===== config.mk =====
export PLATFORM = sky130hd
export DESIGN_NAME = cv32e40s_rf_ecc_scrubber
export DESIGN_NICKNAME = d
export VERILOG_FILES = /design/src/rtl/cv32e40s_rf_ecc_scrubber.sv
export SDC_FILE = /design/constraint.sdc
export NUM_CORES = 1
export LEC_CHECK = 0
export ABC_AREA = 1
export ABC_CLOCK_PERIOD_IN_PS = 5600
export BUFFER_PORTS_ARGS = -buffer_cell sky130_fd_sc_hd__buf_2
export CAP_MARGIN = 20
export CELL_PAD_IN_SITES_DETAIL_PLACEMENT = 0
export CELL_PAD_IN_SITES_GLOBAL_PLACEMENT = 1
export CORE_MARGIN = 2
export CORE_UTILIZATION = 43
export CTS_CLUSTER_DIAMETER = 100
export DETAILED_ROUTE_END_ITERATION = 12
export PLACE_DENSITY_LB_ADDON = 0.1
export SLEW_MARGIN = 0
export SYNTH_ARGS = -nofsm -noshare
export SYNTH_HDL_FRONTEND = slang
export SYNTH_SLANG_ARGS = --single-unit

===== constraint.sdc =====
create_clock -name clk -period 5.6 [get_ports clk]
set_input_delay 0.56 -clock clk [delete_from_list [all_inputs] [get_ports clk]]
set_output_delay 0.56 -clock clk [all_outputs]
set_load 0.05 [all_outputs]

===== src/rtl/cv32e40s_rf_ecc_scrubber.sv =====
// rtl/cv32e40s_rf_ecc_scrubber.sv - background ECC scrubber for the integer register file read side
module cv32e40s_rf_ecc_scrubber #(
    parameter int INTERVAL_W = 16,
    parameter int ERR_CNT_W  = 8
) (
    input  logic                  clk,
    input  logic                  rst_n,
    input  logic                  scrub_en_i,
    input  logic [INTERVAL_W-1:0] interval_i,
    output logic                  rreq_o,
    output logic [4:0]            raddr_o,
    input  logic                  port_gnt_i,
    input  logic [37:0]           rdata_i,
    output logic                  err_o,
    output logic [4:0]            err_addr_o,
    output logic [ERR_CNT_W-1:0]  err_cnt_o,
    output logic                  alert_major_o
);

    typedef enum logic [1:0] {IDLE, COUNT, REQ, CHECK} state_e;

    // Write-path check-bit encoder; odd check bits are stored inverted so all-zero words are invalid.
    function automatic logic [5:0] rf_ecc_encode(input logic [31:0] d);
        logic [5:0] c;
        c[0] = ^(d & 32'h2606_BD25);
        c[1] = ^(d & 32'hDEBA_8050);
        c[2] = ^(d & 32'h413D_89AA);
        c[3] = ^(d & 32'h3123_4ED1);
        c[4] = ^(d & 32'hC2C1_323B);
        c[5] = ^(d & 32'h2DCC_624C);
        return c ^ 6'b10_1010;
    endfunction

    state_e                state_q, state_d;
    logic [4:0]            ptr_q;
    logic [INTERVAL_W-1:0] cnt_q, cnt_d;
    logic [37:0]           cap_q;
    logic [4:0]            err_addr_q;
    logic [ERR_CNT_W-1:0]  err_cnt_q;
    logic [5:0]            syndrome;
    logic                  capture;
    logic                  check;
    logic                  word_err;

    assign syndrome = rf_ecc_encode(cap_q[31:0]) ^ cap_q[37:32];
    assign word_err = |syndrome;

    always_comb begin
        state_d = state_q;
        cnt_d   = cnt_q;
        capture = 1'b0;
        check   = 1'b0;
        case (state_q)
            IDLE: begin
                if (scrub_en_i) begin
                    cnt_d   = interval_i;
                    state_d = COUNT;
                end
            end
            COUNT: begin
                if (!scrub_en_i) begin
                    state_d = IDLE;
                end else if (cnt_q == '0) begin
                    state_d = REQ;
                end else begin
                    cnt_d = cnt_q - INTERVAL_W'(1);
                end
            end
            REQ: begin
                // Disable wins over a simultaneous grant: the request is simply dropped.
                if (!scrub_en_i) begin
                    state_d = IDLE;
                end else if (port_gnt_i) begin
                    capture = 1'b1;
                    state_d = CHECK;
                end
            end
            CHECK: begin
                check = 1'b1;
                cnt_d = interval_i;
                state_d = scrub_en_i ? COUNT : IDLE;
            end
            default: state_d = IDLE;
        endcase
    end

    always_ff @(posedge clk or negedge rst_n) begin
        if (!rst_n) begin
            state_q    <= IDLE;
            cnt_q      <= '0;
            ptr_q      <= '0;
            cap_q      <= '0;
            err_addr_q <= '0;
            err_cnt_q  <= '0;
        end else begin
            state_q <= state_d;
            cnt_q   <= cnt_d;
            if (capture) begin
                cap_q <= rdata_i;
            end
            if (check) begin
                ptr_q <= ptr_q + 5'd1;
                if (word_err) begin
                    err_addr_q <= ptr_q;
                    if (err_cnt_q != '1) begin
                        err_cnt_q <= err_cnt_q + ERR_CNT_W'(1);
                    end
                end
            end
        end
    end

    assign rreq_o        = (state_q == REQ);
    assign raddr_o       = ptr_q;
    assign err_o         = check && word_err;
    assign alert_major_o = check && word_err;
    assign err_addr_o    = err_addr_q;
    assign err_cnt_o     = err_cnt_q;

endmodule


==> impl_metrics.yaml <==
worst_setup_path:
  endpoint_kind: "output port"
  r2r_start: "state_q[1]"
  worstPathMaxFanout: 10
  critPathRequiredTime_ps: 5040
  critPathLaunchType: "flip-flop"
  worstRegToRegCells: 9
  r2r_slack_ps: 2840
  r2r-end: "cnt_q[6]"
  worstSetupPathType: "reg -> out"
  critical_path_arrival_ps: 2390
route:
  routed_wl_um: 10900
  wl_per_cell_um: 11.9
  drt_iter0_drc: 221
  dr.pass1.iters: 7
  remaining_drc_errors: 0
  vias: 4447
  vias_per_cell: 4.85
  drtAntennaViolNets: 0
pwr:
  p_clk_frac: 0.118
  power_density_nw_per_um2: 607
  worst_ir_drop_vdd_mv: 0.347
  seqPwrFrac: 0.296
  p_sw_uw: 1700
  internal_power_uw: 1570
  cellLeakagePower_uw: 0.00302
  p_comb_frac: 0.586
  swShare: 0.521
cells_and_area:
  diodes: 0
  syn_to_final_growth_pct: 14.5
  multi_input_area_um2: 2470
  fillers: 1126
  seq_area_um2: 1850
  nNetsFinal: 833
  finalNonFillerCells: 916
  final_util: 0.501
  drive_gt1_frac: 0.148
timing:
  holdWs_ps: 331
  report.final.slew_viol_count: 0
  tightest_slew_ps: 962
  relSlewSlack: 0.358
  timing.final.ws_setup_ps: 2650
  setup_violations: 0
  fin_skew_ps: 11.3
  setup_tns_ps: 0
  finalHoldViolCount: 0
  grt_setup_unrepaired: "false"
  period_needed_ps: 2950
  min_period_over_period: 0.526
  max_freq_ghz: 0.339
clocking:
  clk_latency_ps: 350
  cts_tree: "yes"
  cts_root_buffer: "clkbuf_8"
  cts_buffers: 9
  ctsResizeCount: 0
  cts.clk_slew.worst_paths_ps: 80
  cts_buffer_depth: 2
  clock-sinks: 74
  htreeDepth: 3
  cts_setup_buffers: 0
  ctsHoldBuffers: 0
synthesis:
  syn_area_per_cell_um2: 6.72
  ys_seq_elements: 74
  synth_cells: 699
  synth_warnings: 0
  syn_area_um2: 4700
  syn_nets: 761
  synth_cell_types: 36
  synth_seq_area_share: 0.394
run:
  cap_violations: 0
global_routing:
  overflow: 0
  first_global_vias: 4259
  track_usage: 0.200
  grt_pass1_wl_um: 18900
  antenna_found_initial: 1
  grt_max_degree: 75
floorplanning:
  io_pins: 79
  core_um2: 10700
  die-area_um2: 11800
  die_height_um: 109
  start_util: 0.437
  std_cell_rows: 38
  die_x_um: 109
place:
  dpl.cell_count: 900
  dpl.hpwl_um: 8040
  portBuffers: 78
  finalWeightedCongestion: 0.807
  pre_cts_slack_ps: 2870
min_path:
  hold_class: "in -> async"
status:
  status: "completed"
==> synthesized netlist by cell type, drive strengths merged <==
master / number / share of area
inv: 83 / 0.067
o221ai: 1 / 0.0019
nand2: 255 / 0.21
nor4: 2 / 0.0027
buf: 6 / 0.0061
a21oi: 42 / 0.046
nand3b: 1 / 0.0016
o211a: 1 / 0.0021
a22o: 1 / 0.0019
nand3: 55 / 0.064
nor3: 3 / 0.0032
ha: 4 / 0.011
o22ai: 4 / 0.0053
clkbuf: 12 / 0.0096
a211oi: 1 / 0.0016
xnor2: 6 / 0.011
o211ai: 3 / 0.0048
nand4: 12 / 0.016
a31oi: 1 / 0.0013
o21ai: 29 / 0.031
mux2: 5 / 0.012
o31ai: 1 / 0.0016
xor2: 17 / 0.032
a2bb2oi: 1 / 0.0019
dfrtp: 74 / 0.39
nor2: 78 / 0.063
o41ai: 1 / 0.0019
==> metrics by stage <==
step                total power (µW)  cell area [µm²]
floorplan                       2500             4700
global placement                2860             5210
detailed placement              2910             5210
CTS                             3310             5380
global route                    3660             5380
finish                          3270             5380
==> sequential cells by signal, indices dropped and copies added (netlist names) <==
signal      count
cap_q          38
cnt_q          16
err_addr_o      5
err_cnt_o       8
raddr_o         5
state_q         2
==> critical path, cell delays in order (launching register included) <==
cell and delay, ps:
dfrtp_1 430, inv_1 160, nor2_1 80, o21ai_0 230
nand3_1 110, nand2_1 120, inv_1 50, nand2_1 60
nand2_1 60, nor2_2 150, nand3_4 180, nand2_4 160
inv_4 50, buf_2 200
==> power groups by stage <==
stage	sequential [µW]	clock, µW	combinational, µW
5_1_grt	1010	426	2220
2_1_floorplan	1050	0	1460
6_report	969	385	1920
3_5_place_dp	975	0	1930
3_3_place_gp	971	0	1890
4_1_cts	969	400	1940
==> final cells by class <==
class / count / area share
Clock buffer: 9 / 0.0230
Multi-Input combinational cell: 524 / 0.458
Tap cell: 140 / 0.0325
Clock inverter: 7 / 0.00976
Inverter: 83 / 0.0583
Timing Repair Buffer: 79 / 0.0744
Sequential cell: 74 / 0.344
==> worst max path at each step <==
stage / start / end / slack [ps] / depth (start not counted)
CTS: cap_q[16] / err_o / 2590 / 13
floorplan: cap_q[17] / err_o / 3280 / 15
detailed placement: state_q[0] / cnt_q[6] / 2870 / 8
finish: cap_q[29] / err_o / 2650 / 13
global placement: state_q[1] / cnt_q[6] / 2940 / 9
global route: cap_q[26] / err_o / 2430 / 17
==> per-layer routing <==
metal	wire length [µm]	GRT usage
met5	0	0
met2	5190	0.331
met4	57	0.0504
met3	421	0.0416
met1	5200	0.269
==> logic make-up (layout without fill, tap and decap cells) <==
group           after synthesis  in the layout  synth area share
xor+xnor                     23             23            0.0429
flops                        74             74             0.394
mux                           5              5            0.0120
buf+inv                     101            178            0.0825
fa+ha+maj                     4              4            0.0106
compound gates               86             86             0.101
simple gates                406            406             0.357
==> layout by cell type, fill, tap and decap left out, drive strengths merged, types with 2 or more instances in the layout <==
cell type and n:
inv 85, nand3 55, clkinv 4, nor2 78, nor3 3, xnor2 6
mux2 5, nand4 12, o211ai 3, clkbuf 9, nand2 255, dfrtp 74
buf 79, nor4 2, a21oi 42, o21ai 29, o22ai 4, ha 4
xor2 17
Note: power is estimated with default switching activity, not from simulation.
